`config.mk`:
```
export PLATFORM = sky130hd
export DESIGN_NAME = atomrvcore_ifu
export DESIGN_NICKNAME = d
export VERILOG_FILES = /design/src/rtl/atomrvcore_ifu.sv
export SDC_FILE = /design/constraint.sdc
export NUM_CORES = 1
export LEC_CHECK = 0
export ABC_AREA = 1
export BUFFER_PORTS_ARGS = -buffer_cell sky130_fd_sc_hd__buf_2
export CORE_ASPECT_RATIO = 0.5
export CORE_MARGIN = 4
export CORE_UTILIZATION = 59
export CTS_CLUSTER_DIAMETER = 200
export CTS_CLUSTER_SIZE = 10
export DETAILED_ROUTE_END_ITERATION = 8
export PLACE_DENSITY = 0.85
export RECOVER_POWER = 100
export SLEW_MARGIN = 30
export SYNTH_ARGS = -nofsm -noshare
export SYNTH_HDL_FRONTEND = slang
export SYNTH_SLANG_ARGS = --single-unit
```
`constraint.sdc`:
```
create_clock -name clk_i -period 7.9 [get_ports clk_i]
set_input_delay 1.185 -clock clk_i [delete_from_list [all_inputs] [get_ports clk_i]]
set_output_delay 1.185 -clock clk_i [all_outputs]
set_load 0.01 [all_outputs]
```
`src/rtl/atomrvcore_ifu.sv`:
```
// Instruction fetch unit: holds the PC, issues single-outstanding imem requests,
// registers fetched words for decode and handles downstream-resolved redirects.
module atomrvcore_ifu #(
  parameter int                   DATAWIDTH = 32,
  parameter logic [DATAWIDTH-1:0] RESET_PC  = '0
) (
  input  logic                 clk_i,
  input  logic                 rst_i,
  output logic                 imem_req_o,
  output logic [DATAWIDTH-1:0] imem_addr_o,
  input  logic                 imem_gnt_i,
  input  logic                 imem_rvalid_i,
  input  logic [DATAWIDTH-1:0] imem_rdata_i,
  input  logic                 stall_i,
  input  logic                 BE_i,
  input  logic                 UJE_i,
  input  logic                 JALRE_i,
  input  logic [DATAWIDTH-1:0] immed_i,
  input  logic [DATAWIDTH-1:0] operand_A_i,
  input  logic [DATAWIDTH-1:0] ex_pc_i,
  output logic [DATAWIDTH-1:0] instr_o,
  output logic [DATAWIDTH-1:0] pc_o,
  output logic [DATAWIDTH-1:0] pc_plus4_o,
  output logic                 instr_valid_o,
  output logic                 misalign_o
);

  typedef enum logic [1:0] {
    S_IDLE,
    S_REQ,
    S_WAIT,
    S_HOLD
  } state_e;

  localparam logic [DATAWIDTH-1:0] NOP       = DATAWIDTH'(32'h0000_0013);
  localparam logic [DATAWIDTH-1:0] FOUR      = DATAWIDTH'(4);
  localparam logic [DATAWIDTH-1:0] WORD_MASK = ~DATAWIDTH'(3);

  state_e               state_q, state_d;
  logic [DATAWIDTH-1:0] pc_q, pc_d;
  logic                 discard_q, discard_d;
  logic [DATAWIDTH-1:0] instr_q, instr_d;
  logic [DATAWIDTH-1:0] pc_out_q, pc_out_d;
  logic [DATAWIDTH-1:0] pc_plus4_q, pc_plus4_d;
  logic                 valid_q, valid_d;
  logic                 misalign_q, misalign_d;

  logic                 redirect;
  logic [DATAWIDTH-1:0] jalr_sum;
  logic [DATAWIDTH-1:0] jal_tgt;
  logic [DATAWIDTH-1:0] raw_tgt;
  logic                 out_free;
  logic                 hold_req;
  logic                 capture;

  always_comb begin
    redirect = JALRE_i | UJE_i | BE_i;
    jalr_sum = operand_A_i + immed_i;
    jal_tgt  = ex_pc_i + (immed_i << 1);
    raw_tgt  = JALRE_i ? (jalr_sum & ~DATAWIDTH'(1)) : jal_tgt;
  end

  // HOLD re-issues the fetch in the very cycle decode releases the stall
  assign out_free    = !stall_i || !valid_q;
  assign hold_req    = (state_q == S_HOLD) && !stall_i && !redirect;
  assign imem_req_o  = (state_q == S_REQ) || hold_req;
  assign imem_addr_o = pc_q & WORD_MASK;

  always_comb begin
    state_d    = state_q;
    pc_d       = pc_q;
    discard_d  = discard_q;
    instr_d    = instr_q;
    pc_out_d   = pc_out_q;
    pc_plus4_d = pc_plus4_q;
    valid_d    = valid_q & stall_i;
    misalign_d = 1'b0;
    capture    = 1'b0;

    unique case (state_q)
      S_IDLE: state_d = S_REQ;
      S_REQ: begin
        if (imem_gnt_i) begin
          state_d = S_WAIT;
          if (redirect) discard_d = 1'b1;
        end
      end
      S_WAIT: begin
        if (imem_rvalid_i) begin
          if (discard_q) begin
            discard_d = 1'b0;
            state_d   = S_REQ;
          end else if (redirect) begin
            state_d = S_REQ;
          end else if (out_free) begin
            capture = 1'b1;
            pc_d    = pc_q + FOUR;
            state_d = stall_i ? S_HOLD : S_REQ;
          end else begin
            // output still owned by decode: drop the word and refetch the same PC
            state_d = S_HOLD;
          end
        end else if (redirect) begin
          discard_d = 1'b1;
        end
      end
      S_HOLD: begin
        if (redirect || !stall_i) state_d = S_REQ;
        if (hold_req && imem_gnt_i) state_d = S_WAIT;
      end
      default: state_d = S_IDLE;
    endcase

    if (capture) begin
      instr_d    = imem_rdata_i;
      pc_out_d   = pc_q;
      pc_plus4_d = pc_q + FOUR;
      valid_d    = 1'b1;
    end

    if (redirect) begin
      pc_d       = raw_tgt & WORD_MASK;
      valid_d    = 1'b0;
      misalign_d = raw_tgt[1];
    end
  end

  always_ff @(posedge clk_i or posedge rst_i) begin
    if (rst_i) begin
      state_q    <= S_IDLE;
      pc_q       <= RESET_PC & WORD_MASK;
      discard_q  <= 1'b0;
      instr_q    <= NOP;
      pc_out_q   <= '0;
      pc_plus4_q <= FOUR;
      valid_q    <= 1'b0;
      misalign_q <= 1'b0;
    end else begin
      state_q    <= state_d;
      pc_q       <= pc_d;
      discard_q  <= discard_d;
      instr_q    <= instr_d;
      pc_out_q   <= pc_out_d;
      pc_plus4_q <= pc_plus4_d;
      valid_q    <= valid_d;
      misalign_q <= misalign_d;
    end
  end

  assign instr_o       = instr_q;
  assign pc_o          = pc_out_q;
  assign pc_plus4_o    = pc_plus4_q;
  assign instr_valid_o = valid_q;
  assign misalign_o    = misalign_q;

endmodule

```
==> metrics, run 1 <==
Clock Skew=0.008614 ns; R2R setup slack=4.78 ns; setup slack after layout=1.936 ns; vias in the first global route=11004; CTS tree=built; reg-to-reg endpoint=pc_plus4_o[11]$_DFFE_PP0P_; pin count of the biggest net entering global routing=69; failing checks=capacitance limit, slew limit; Net count, final=2237; Detail Route Antenna Nets=0; FP Rows=34; crit start category=primary input; RSZ-0062 raised after global routing=no; area grow syn2layout=16.99%; critical-path cell list=clkbuf_1, nor3_4, clkbuf_1, inv_2, nor2_2, inv_1, nand2_1, inv_1, nand2_1, o21ai_0; Clk Latency, worst-skew pair=0.42 ns; Post-synth EDFFs=0; HP Class=flop to flop; Die H=103.7 um; Initial DRT Pass Iterations=6; prevailing post-synth register cell=dfrtp_1; share of layout cells above drive strength 1=0.09361; Final Max Slew Viols=111; worst-path cell with the longest stage delay=clkbuf_1; CTS resizes=0; Final Cycle Share=0.7550; setup_tns=0 ns; cts bufs inserted=17; post-CTS setup buffers=0; crit path kind=primary input to flop; WL/cell=15.35 um; Root Buffer=clkbuf_16; Final Hold Vio Count=0; critical path capture point=pc_q[17]$_DFFE_PP0P_; clock sinks=127; crit-path max cell delay=1.09 ns; FILL cells=1672; Die Wd=199.3 um; IO Count=267; Crit. Startpoint=JALRE_i; area of the multi-input gates=0.006305 sq mm; commonest non-fill, non-tap cell in the layout=nand2_1; Hold Path Depth=2; initial DRC count=1252; Clock transition at path regs=0.06 ns; peak supply drop=128.5 uV; Die ar.=0.02066 sq mm; total gr overflow=0; Least-Margin Pin Slew=2.883 ns; post-synthesis sequential area ratio=0.2948; WP data required=8.14 ns; R2R cell count=11; Buffers on Ports=259; Initial Util=0.6117; GRT Overall Usage=0.3307; mean area per synthesized cell=6.026 sq um; final setup fails=0; Worst slew margin=-0.9328; post-DP HPWL=27490 um; Reg area=0.003183 sq mm; run status=complete, but fails checks; Post-Syn Area=0.01080 sq mm; gpl congestion=0.9758; Syn Inst Count=1792; crit path time final=5.964 ns; largest buffer count on any clock path=2; Vias/cell=5.337; Leak Pwr=7.342 nW; core area=0.01765 sq mm; vias=12195; H-tree Lvls=4; cts hold-fix bufs=0; FFs w/ async S/R, synth=1.000; worst-path fanout max=42; dpl ws=3.175 ns; first-pass GRT wire length=55620 um; most frequent cells in the layout=737 x nand2_1, 287 x inv_1, 138 x nor2_1; ant diodes=0; Max-cap violations=2; Crit path arrival time=6.21 ns; Ys Warns=0; Highest Clock Rate=167.7 MHz; Netlist cell types=43; critical register-to-register path startpoint=state_q[1]$_DFFE_PP0P_; final WL=35080 um; DR DRC count=0; initial antenna violation count=0; Pwr Density=207.4 mW/mm^2; post-synthesis sequential element count=127; CP Capture Type=flop
[layer usage]
layer,wire length [um],global-route usage,share of wire
met4,812,0.07897,0.023
met3,3650,0.06228,0.10
met1,15340,0.4772,0.44
met2,15270,0.5157,0.44
met5,0,0,0
[state kept, by name (all words and copies together) (netlist names)]
| name | count |
|---|---|
| pc_o | 30 |
| misalign_o | 1 |
| instr_valid_o | 1 |
| state_q | 2 |
| discard_q | 1 |
| instr_o | 32 |
| pc_q | 30 |
| pc_plus4_o | 30 |
[per-stage QoR]
step	power, mW	cells	hold WS, ns	instance area, sq um	util
after CTS	2.640	2285	0.4679	12800	0.7253
after detailed placement	1.865	2253	0.4537	12220	0.6922
after global placement	1.847	2253	0.4486	12220	0.6922
after global routing	2.785	2285	0.4813	12630	0.7156
after floorplan	1.491	1797	0.4682	10820	-
final	2.620	2285	0.4661	12630	0.7156
[critical path: cells and delay by family]
kind / cells / cell delay, ns
buffers and inverters: 5 / 3.30
AND/OR/NAND/NOR: 4 / 1.60
AO/OA/AOI/OAI: 1 / 0.10
[kinds of logic after synthesis]
kind of cell / after synthesis / synth area share
buffers and inverters: 335 / 0.1225
AO/OA/AOI/OAI: 178 / 0.08852
XOR/XNOR: 18 / 0.01460
adder cells (fa/ha/maj): 63 / 0.07438
other: 1 / 0.0003473
flip-flops: 127 / 0.2948
AND/OR/NAND/NOR: 1070 / 0.4049
[report_power, final]
group          internal, mW  switching, mW  leakage, nW  total, mW
registers             0.805          0.127         1.66      0.933
logic                 0.303          0.611         5.40      0.914
clock network         0.452          0.321        0.279      0.773
total                  1.56           1.06         7.34       2.62
[synth_stat cells (2+ instances only)]
cell | instances | area [sq um]
nor2_4 | 2 | 22.52
buf_4 | 12 | 90.09
nor3_1 | 13 | 65.06
nor3_2 | 2 | 20.02
xnor2_1 | 3 | 26.28
nor2_2 | 6 | 37.54
o21bai_1 | 9 | 67.56
nand3_2 | 2 | 20.02
nand3_1 | 134 | 670.6
xor2_1 | 15 | 131.4
inv_1 | 287 | 1077
nand2_1 | 737 | 2766
nor2_1 | 137 | 514.2
o22a_1 | 2 | 17.52
clkbuf_1 | 17 | 63.81
o22ai_1 | 2 | 12.51
ha_1 | 61 | 763.2
nand4_1 | 22 | 137.6
o21ai_1 | 14 | 70.07
inv_2 | 7 | 26.28
a31oi_1 | 12 | 75.07
nand3b_1 | 9 | 67.56
buf_2 | 10 | 50.05
fa_1 | 2 | 40.04
a21oi_1 | 66 | 330.3
dfrtp_1 | 123 | 3078
dfstp_2 | 4 | 105.1
o21ai_0 | 67 | 335.3
[layout make-up]
cell class | instances | share of cell area
clock buffers | 18 | 0.03476
clock inverters | 14 | 0.01149
inverters | 294 | 0.08745
multi-input cells | 1335 | 0.4991
flip-flops and latches | 127 | 0.2520
well taps | 234 | 0.02318
repair buffers | 263 | 0.09211
[worst min-delay path by stage]
stage | end | from | slack [ns]
final | instr_o[0]$_DFFE_PP1P_ | instr_o[0]$_DFFE_PP1P_ | 0.47
after global routing | instr_o[1]$_DFFE_PP1P_ | instr_o[1]$_DFFE_PP1P_ | 0.48
after CTS | instr_o[0]$_DFFE_PP1P_ | instr_o[0]$_DFFE_PP1P_ | 0.47
after detailed placement | instr_o[5]$_DFFE_PP0P_ | instr_o[5]$_DFFE_PP0P_ | 0.45
after global placement | pc_o[28]$_DFFE_PP0P_ | pc_o[28]$_DFFE_PP0P_ | 0.45
after floorplan | instr_o[0]$_DFFE_PP1P_ | instr_o[0]$_DFFE_PP1P_ | 0.47
Note: power is estimated with default switching activity, not from simulation.
==> run 2, diff against run 1 <==
- CORE_UTILIZATION: 59 -> 55
- PLACE_DENSITY: 0.85 -> 0.8
- clock period: 7.9 -> 5.7 ns (I/O delays scaled with it)
==> run 2 against run 1 <==
  * The flow still finishes with violations (capacitance limit, slew limit)
  * Die area up 6.8%
  * Final cell count up 1.2%
  * Routed wire length up 0.61%
  * Clock skew up 0.0031 ns
  * Register-to-register slack worse by 1.6 ns
  * Core utilization down 4.0 points
  * Flip-flop and latch count unchanged
  * Non-clock buffer count up 2
  * Sequential share of layout area down 0.19 points
  * Total power up 42%
  * Highest routed layer unchanged
==> metrics, run 2 (synthesis gave the netlist of run 1 again) <==
Initial Util=0.5735; Detail Route Antenna Nets=0; cts hold-fix bufs=0; Initial DRT Pass Iterations=8; CTS resizes=0; post-DP HPWL=28190 um; total gr overflow=0; H-tree Lvls=4; Die H=107.1 um; crit start category=primary input; Net Sw Power=1.438 mW; core area=0.01883 sq mm; Max-cap violations=2; Die Wd=206.2 um; final WL=35290 um; largest buffer count on any clock path=2; Final Hold Vio Count=0; RSZ-0062 raised after global routing=no; power after layout=3.715 mW; post-CTS setup buffers=0; GRT Overall Usage=0.3097; worst-path fanout max=42; Worst slew margin=-1.345; Int Pwr=2.278 mW; Final Cycle Share=0.7353; clock power share=0.311; initial DRC count=1231; crit path kind=primary input to flop; switching part of the total=0.3870; IO Count=267; WL/cell=15.26 um; Buffers on Ports=259; DR DRC count=0; peak supply drop=223.7 uV; initial antenna violation count=0; Vias/cell=5.284; Final Max Slew Viols=125; Die ar.=0.02208 sq mm; Placed Area=0.01227 sq mm; Clk Latency, worst-skew pair=0.41 ns; Pwr Density=291.9 mW/mm^2; gpl congestion=0.9746; cts bufs inserted=17; Root Buffer=clkbuf_16; area grow syn2layout=17.88%; final setup fails=0; CP Capture Type=flop; Highest Clock Rate=238.6 MHz; failing checks=capacitance limit, slew limit; design area=0.01273 sq mm; vias in the first global route=10856; commonest non-fill, non-tap cell in the layout=nand2_1; ant diodes=0; FP Rows=35; clock sinks=127; share of layout cells above drive strength 1=0.09450; HP Class=flop to flop; WP data required=5.99 ns; Crit path arrival time=4.48 ns; sequential share of power=0.347; Leak Pwr=7.386 nW; Net count, final=2239; final hold slack=0.4675 ns; Clock transition at path regs=0.06 ns; first-pass GRT wire length=54890 um; max FFs per register=32; run status=complete, but fails checks; vias=12216; CTS tree=built; FILL cells=1848; crit path time final=4.191 ns; combinational power share=0.342; Clock Skew=0.01169 ns; pin count of the biggest net entering global routing=82; Least-Margin Pin Slew=3.498 ns; setup_tns=0 ns; most frequent cells in the layout=737 x nand2_1, 287 x inv_1, 139 x nor2_1
==> run 2: area by class of cell <==
type,instances,area [sq um],area share
Multi-Input combinational cell,1335,6302,0.4951
Tap cell,259,324.1,0.02546
Sequential cell,127,3183,0.2500
Clock buffer,18,429.2,0.03371
Clock inverter,14,205.2,0.01612
Inverter,294,1105,0.08679
Timing Repair Buffer,265,1181,0.09279
==> run 2: metal layers <==
metal,routed length (um),vias to the layer above,track usage
li1,-,6077,-
met1,15830,5526,0.4539
met2,15420,558,0.4926
met3,3429,55,0.04050
met4,609,0,0.06404
met5,0,-,0
==> run 2: through the flow <==
stage	std cells	util	worst slack (ns)
2_1_floorplan	1797	-	1.467
3_3_place_gp	2280	0.6514	1.979
3_5_place_dp	2280	0.6516	1.964
4_1_cts	2312	0.6852	2.378
5_1_grt	2312	0.6760	1.161
6_report	2312	0.6760	1.509
==> run 2: final timing paths <==
path                                              end  cells after the start  slack (ns)                    from
setup / recovery                  pc_q[7]$_DFFE_PP0P_                      9        1.51                 JALRE_i
hold / removal                 instr_o[4]$_DFFE_PP1P_                      2        0.47  instr_o[4]$_DFFE_PP1P_
setup reg to reg                  pc_q[7]$_DFFE_PP0P_                     10        3.20  state_q[0]$_DFFE_PP0P_
hold reg to reg                instr_o[4]$_DFFE_PP1P_                      2        0.47  instr_o[4]$_DFFE_PP1P_
max in group asynchronous  pc_plus4_o[16]$_DFFE_PP0P_                      3        1.92                   rst_i
min in group asynchronous        pc_o[29]$_DFFE_PP0P_                      2        1.48                   rst_i
==> run 2: power groups by stage <==
stage               Sequential, mW  Clock [mW]  Combinational [mW]
floorplan                     1.36           0               0.702
global placement              1.29           0                1.28
detailed placement            1.29           0                1.31
CTS                           1.28        1.17                1.31
global route                  1.31        1.21                1.42
finish                        1.29        1.16                1.27
==> run 2: worst max-delay path, cell delays in order <==
cell and delay, ns:
clkbuf_1 1.40, nor3_4 0.01, buf_4 0.31, inv_2 0.55, nor2_1 0.15, inv_1 0.74
o21ai_0 0.22, a21oi_1 0.18, a21oi_1 0.06
